===== src/rtl/mem_pkg.sv =====
// Shared definitions for the memory-access stage: funct3 encodings, FSM states,
// wait-counter width and store-lane helpers.
package mem_pkg;

  localparam logic [2:0] F3_B  = 3'b000;
  localparam logic [2:0] F3_H  = 3'b001;
  localparam logic [2:0] F3_W  = 3'b010;
  localparam logic [2:0] F3_BU = 3'b100;
  localparam logic [2:0] F3_HU = 3'b101;

  localparam int WAIT_W = 8;

  typedef enum logic [1:0] {
    ST_IDLE = 2'd0,
    ST_REQ  = 2'd1,
    ST_RESP = 2'd2
  } state_e;

  typedef enum logic [1:0] {
    SZ_B = 2'd0,
    SZ_H = 2'd1,
    SZ_W = 2'd2
  } size_e;

  // Any encoding that is not a byte or half access behaves as a word.
  function automatic size_e f3_size(input logic [2:0] f3);
    case (f3)
      F3_B, F3_BU: return SZ_B;
      F3_H, F3_HU: return SZ_H;
      default:     return SZ_W;
    endcase
  endfunction

  function automatic logic [3:0] store_be(input size_e sz, input logic [1:0] off);
    case (sz)
      SZ_B:    return 4'b0001 << off;
      SZ_H:    return 4'b0011 << {off[1], 1'b0};
      default: return 4'hF;
    endcase
  endfunction

  function automatic logic [31:0] store_wdata(input size_e sz, input logic [31:0] wd);
    case (sz)
      SZ_B:    return {4{wd[7:0]}};
      SZ_H:    return {2{wd[15:0]}};
      default: return wd;
    endcase
  endfunction

  function automatic logic misaligned(input size_e sz, input logic [1:0] off);
    case (sz)
      SZ_H:    return off[0];
      SZ_W:    return off != 2'b00;
      default: return 1'b0;
    endcase
  endfunction

endpackage


===== src/rtl/load_align.sv =====
// Selects the addressed byte/half of a read word and sign- or zero-extends it.
module load_align
  import mem_pkg::*;
(
  input  logic [31:0] rdata_i,
  input  logic [1:0]  off_i,
  input  logic [2:0]  funct3_i,
  output logic [31:0] result_o
);

  logic [7:0]  byte_c;
  logic [15:0] half_c;

  always_comb begin
    byte_c = rdata_i[7:0];
    case (off_i)
      2'd0: byte_c = rdata_i[7:0];
      2'd1: byte_c = rdata_i[15:8];
      2'd2: byte_c = rdata_i[23:16];
      2'd3: byte_c = rdata_i[31:24];
      default: byte_c = rdata_i[7:0];
    endcase
    half_c = off_i[1] ? rdata_i[31:16] : rdata_i[15:0];
  end

  always_comb begin
    case (funct3_i)
      F3_B:    result_o = {{24{byte_c[7]}}, byte_c};
      F3_BU:   result_o = {24'b0, byte_c};
      F3_H:    result_o = {{16{half_c[15]}}, half_c};
      F3_HU:   result_o = {16'b0, half_c};
      default: result_o = rdata_i;
    endcase
  end

endmodule


===== src/rtl/mem_access_stage.sv =====
// MEM stage: branch select plus a req/ack data-memory transaction that stalls the pipe.
// Optional feature: define MEM_MISALIGN_TRAP_EN to trap misaligned H/W accesses.
module mem_access_stage
  import mem_pkg::*;
#(
  parameter int unsigned WAIT_MAX = 255
) (
  input  logic        clk,
  input  logic        reset,
  input  logic [31:0] alu_MEM,
  input  logic [31:0] writedata_MEM,
  input  logic [2:0]  funct3_MEM,
  input  logic        memread_MEM,
  input  logic        memwrite_MEM,
  input  logic        branch_MEM,
  input  logic        zero_MEM,
  input  logic        branch_taken_MEM,
  output logic        dmem_req,
  output logic        dmem_we,
  output logic [31:0] dmem_addr,
  output logic [3:0]  dmem_be,
  output logic [31:0] dmem_wdata,
  input  logic [31:0] dmem_rdata,
  input  logic        dmem_ack,
  output logic        stall_MEM,
  output logic        pcsrc_MEM,
  output logic [31:0] readdata_MEM,
  output logic        timeout_MEM,
  output logic        misalign_MEM
);

  localparam logic [WAIT_W-1:0] WAIT_MAX_C = WAIT_W'(WAIT_MAX);
  localparam logic              TIMEOUT_EN = (WAIT_MAX != 0);

  state_e            state_q, state_d;
  logic [WAIT_W-1:0] cnt_q, cnt_d;
  logic [31:0]       addr_q, addr_d;
  logic [1:0]        off_q, off_d;
  logic              we_q, we_d;
  logic [3:0]        be_q, be_d;
  logic [31:0]       wdata_q, wdata_d;
  logic [2:0]        f3_q, f3_d;
  logic [31:0]       rdata_q, rdata_d;

  logic        access_c;
  logic        trap_c;
  size_e       size_c;
  logic [31:0] aligned_c;

  assign access_c  = memread_MEM | memwrite_MEM;
  assign size_c    = f3_size(funct3_MEM);
  assign pcsrc_MEM = branch_taken_MEM | (branch_MEM & zero_MEM);

`ifdef MEM_MISALIGN_TRAP_EN
  assign trap_c = access_c & misaligned(size_c, alu_MEM[1:0]);
`else
  assign trap_c = 1'b0;
`endif

  load_align u_load_align (
    .rdata_i  (dmem_rdata),
    .off_i    (off_q),
    .funct3_i (f3_q),
    .result_o (aligned_c)
  );

  always_comb begin
    state_d      = state_q;
    cnt_d        = cnt_q;
    addr_d       = addr_q;
    off_d        = off_q;
    we_d         = we_q;
    be_d         = be_q;
    wdata_d      = wdata_q;
    f3_d         = f3_q;
    rdata_d      = rdata_q;
    stall_MEM    = 1'b0;
    timeout_MEM  = 1'b0;
    misalign_MEM = 1'b0;

    case (state_q)
      ST_IDLE: begin
        if (access_c) begin
          stall_MEM = 1'b1;
          if (trap_c) begin
            misalign_MEM = 1'b1;
            state_d      = ST_RESP;
          end else begin
            state_d = ST_REQ;
            addr_d  = {alu_MEM[31:2], 2'b00};
            off_d   = alu_MEM[1:0];
            we_d    = memwrite_MEM;
            be_d    = store_be(size_c, alu_MEM[1:0]);
            wdata_d = store_wdata(size_c, writedata_MEM);
            f3_d    = funct3_MEM;
            cnt_d   = WAIT_W'(1);
          end
        end
      end

      ST_REQ: begin
        stall_MEM = 1'b1;
        // cnt_q counts REQ cycles including the current one; ack beats expiry.
        if (dmem_ack) begin
          if (!we_q) rdata_d = aligned_c;
          state_d = ST_RESP;
          cnt_d   = '0;
        end else if (TIMEOUT_EN && (cnt_q == WAIT_MAX_C)) begin
          timeout_MEM = 1'b1;
          rdata_d     = '0;
          state_d     = ST_RESP;
          cnt_d       = '0;
        end else begin
          cnt_d = cnt_q + WAIT_W'(1);
        end
      end

      ST_RESP: state_d = ST_IDLE;

      default: state_d = ST_IDLE;
    endcase
  end

  always_ff @(posedge clk) begin
    if (reset) begin
      state_q <= ST_IDLE;
      cnt_q   <= '0;
      addr_q  <= '0;
      off_q   <= '0;
      we_q    <= 1'b0;
      be_q    <= '0;
      wdata_q <= '0;
      f3_q    <= '0;
      rdata_q <= '0;
    end else begin
      state_q <= state_d;
      cnt_q   <= cnt_d;
      addr_q  <= addr_d;
      off_q   <= off_d;
      we_q    <= we_d;
      be_q    <= be_d;
      wdata_q <= wdata_d;
      f3_q    <= f3_d;
      rdata_q <= rdata_d;
    end
  end

  assign dmem_req     = (state_q == ST_REQ);
  assign dmem_we      = we_q;
  assign dmem_addr    = addr_q;
  assign dmem_be      = be_q;
  assign dmem_wdata   = wdata_q;
  assign readdata_MEM = rdata_q;

endmodule

===== config.mk =====
export PLATFORM = sky130hd
export DESIGN_NAME = mem_access_stage
export DESIGN_NICKNAME = d
export VERILOG_FILES = /design/src/rtl/mem_pkg.sv /design/src/rtl/load_align.sv /design/src/rtl/mem_access_stage.sv
export SDC_FILE = /design/constraint.sdc
export NUM_CORES = 1
export LEC_CHECK = 0
export ABC_AREA = 1
export BUFFER_PORTS_ARGS = -buffer_cell sky130_fd_sc_hd__buf_2
export CORE_MARGIN = 2
export CORE_UTILIZATION = 49
export CTS_CLUSTER_DIAMETER = 30
export DETAILED_ROUTE_END_ITERATION = 8
export MAX_ROUTING_LAYER = met4
export PLACE_DENSITY = 0.81
export SLEW_MARGIN = 20
export SYNTH_ARGS = -nofsm -noshare
export SYNTH_HDL_FRONTEND = slang
export SYNTH_SLANG_ARGS = --single-unit
export TNS_END_PERCENT = 20

===== constraint.sdc =====
create_clock -name clk -period 1.7 [get_ports clk]
set_input_delay 0 -clock clk [delete_from_list [all_inputs] [get_ports clk]]
set_output_delay 0 -clock clk [all_outputs]
set_load 0.05 [all_outputs]

==> impl_metrics.yaml <==
grt:
  grt.total_usage: 0.3811
  grt_remaining_overflow: 0
  grt_max_degree: 52
  grt_pass1_vias: 6788
  grt_antenna_before_repair: 0
  grt_pass1_wl_um: 33380
sta:
  fin_ws_ns: -0.02768
  fmax_ghz: 0.5788
  relSlewSlack: 0.6092
  worstMarginPinSlew_ns: 0.5853
  setup_viol: 1
  slew_viol_final: 0
  holdWs_ns: 0.06015
  fin_skew_ns: 0.01163
  finalHoldViolCount: 0
  rsz0062_at_grt: "yes"
  finalCritPeriodShare: 1.016
  fin_crit_ns: 1.728
logic_synthesis:
  ys_seq_elements: 114
  synth_sequential_area_ratio: 0.4320
  ys.flop_type: "dfxtp_1"
  yosysUniqueCellTypes: 37
  postSynthCellCount: 736
  syn_area_um2: 5283
  synth_edf_count: 0
  avgSynthCellArea_um2: 7.177
  synth_warnings: 0
  synth-async-reset-ratio: 0
routing:
  via_per_inst: 5.723
  dr.pass1.iters: 8
  drc: 0
  num_vias: 6862
  wl_um: 21770
  wire_per_inst_um: 18.16
  ant_nets: 0
  drtIter0Drc: 664
worst_setup_path:
  startpoint_type: "primary input"
  critPathMaxStageDelay_ns: 0.59
  end_kind: "register"
  worstPathCellList: "dlygate4sd3_1 -> buf_2 -> nor2_4 -> inv_1 -> o21ai_2 -> a21oi_1 -> dlygate4sd3_1 -> a21oi_1"
  reg2reg_to: "readdata_MEM[5]"
  r2r_slack_ns: 0.15
  r2r_start: "cnt_q[1]"
  worstRegToRegCells: 10
  cp.required_ns: 2.16
  cp_slowest_cell: "dlygate4sd3_1"
  cp_max_fo: 8
  arrival_ns: 2.18
  path_class: "in2reg"
final_layout:
  layout_commonest_cell: "buf_2"
  final_cell_mix: "207 x buf_2, 129 x nand2_1, 111 x dfxtp_1"
  nFillCells: 657
  n_antenna_cell: 0
  layout-drive-gt1-share: 0.2982
  postLayoutCoreUtil: 0.7837
  multiInputGateArea_um2: 2569
  nets: 1158
  area_delta_synth_final_pct: 54.52
  fin_cells: 1199
  seq_area_um2: 2286
floorplan:
  start_util: 0.5071
  coreArea_um2: 10420
  io_pins: 213
  row_count: 37
  die_h_um: 107.8
  die_area_um2: 11630
  dieWidth_um: 107.8
placement:
  dp_hpwl_um: 11490
  pre_cts_slack_ns: 0.2038
  io_buffers: 209
  placedCellCount: 1052
  finalWeightedCongestion: 0.9500
hold_path:
  min_to: "dmem_wdata[5]"
  min_path_type: "in2reg"
  worstHoldStart: "reset"
  holdPathStages: 4
power:
  ir_drop_mv: 0.7481
  leakage_uw: 0.003987
  powerDensity_nw_per_um2: 1137
outcome:
  violations: "negative setup slack"
  status: "complete, but fails checks"
clock_network:
  cts_buffers: 17
  clk_pin_slew_ns: 0.07
  cts_sinks: 114
  insertion_delay_ns: 0.52
  cts_buffer_depth: 2
  cts_root_buf: "clkbuf_8"
  h-tree-depth: 4
  tritoncts: "yes"
job:
  maxCapViolCount: 0
[what timing repair did]
action / in CTS / in global routing
hold buffers: 106 / 0
resized for setup: 17 / 5
endpoints found under the hold margin: 106 / 0
setup buffers: 5 / 3
pin swaps: 3 / 3
cloned: 1 / 0
setup endpoints to repair: 2 / 9
[flip-flops by register name, indices dropped and copies added (netlist names)]
name	flops
cnt_q	8
dmem_addr	30
dmem_be	4
dmem_wdata	32
dmem_we	1
f3_q	3
off_q	2
readdata_MEM	32
state_q	2
[routing by layer]
layer / share of wire / track usage
met5: 0 / -
met4: 0.071 / 0.2280
met3: 0.12 / 0.1090
met2: 0.47 / 0.6357
met1: 0.35 / 0.3999
[report_power, final]
part / leakage (uW) / switching (uW) / internal (uW)
Combinational: 0.00278 / 1950 / 799
Clock: 0.000271 / 1440 / 1980
Sequential: 0.000940 / 176 / 2930
[synthesized netlist by cell type, types with 2 or more instances]
master / n / share of area
nand3_1: 72 / 0.068
a31oi_1: 5 / 0.0059
buf_1: 2 / 0.0014
nor2_2: 9 / 0.011
buf_4: 8 / 0.011
a21oi_1: 65 / 0.062
inv_2: 7 / 0.0050
o21ai_0: 72 / 0.068
a21oi_2: 4 / 0.0066
nand3_4: 2 / 0.0066
or2_2: 5 / 0.0059
inv_1: 45 / 0.032
dfxtp_1: 114 / 0.43
buf_6: 8 / 0.017
nand2_1: 132 / 0.094
a21o_1: 2 / 0.0028
buf_2: 14 / 0.013
o22ai_1: 9 / 0.011
nand3b_1: 3 / 0.0043
nand3_2: 2 / 0.0038
nor2_4: 5 / 0.011
nand2_2: 2 / 0.0024
o211ai_1: 12 / 0.017
clkbuf_1: 15 / 0.011
nor2_1: 110 / 0.078
[worst max path at each step]
stage,from,to,depth (start not counted)
detailed placement,state_q[1],dmem_be[2],5
floorplan,state_q[0],cnt_q[6],9
CTS,cnt_q[1],timeout_MEM,7
global placement,state_q[1],dmem_be[2],5
global route,state_q[0],timeout_MEM,8
finish,funct3_MEM[0],dmem_wdata[13],8
[through the flow]
step / setup TNS (ns) / power, uW / instance area [um2]
after floorplan: 0 / 4897 / 5290
after global placement: 0 / 5480 / 6370
after detailed placement: 0 / 5498 / 6370
after CTS: -0.02632 / 9059 / 8123
after global routing: -0.05477 / 9576 / 8163
final: -0.02768 / 9279 / 8163
[cell families after synthesis]
group | after synthesis | share of synthesized area
AOI/OAI and AO/OA | 171 | 0.1755
xor gates and xnor gates | 2 | 0.003317
adders and majority gates | 1 | 0.002368
buffers and inverters | 100 | 0.09166
DFF | 114 | 0.4320
other | 1 | 0.0007099
and+or+nand+nor | 347 | 0.2944
[worst max-delay path, delay by kind of cell]
family / cells / cell delay (ns)
and+or+nand+nor: 1 / 0.17
buffers and inverters: 4 / 1.53
AOI/OAI and AO/OA: 3 / 0.48
[layout make-up]
type                       count  share of cell area
multi-input combinational    524              0.3147
timing repair buffer         341              0.2912
sequential                   114              0.2800
clock buffer                  17             0.05074
inverter                      52             0.02422
tap                          136             0.02085
clock inverter                15             0.01824
No activity file was read; power rests on OpenSTA's default activity.
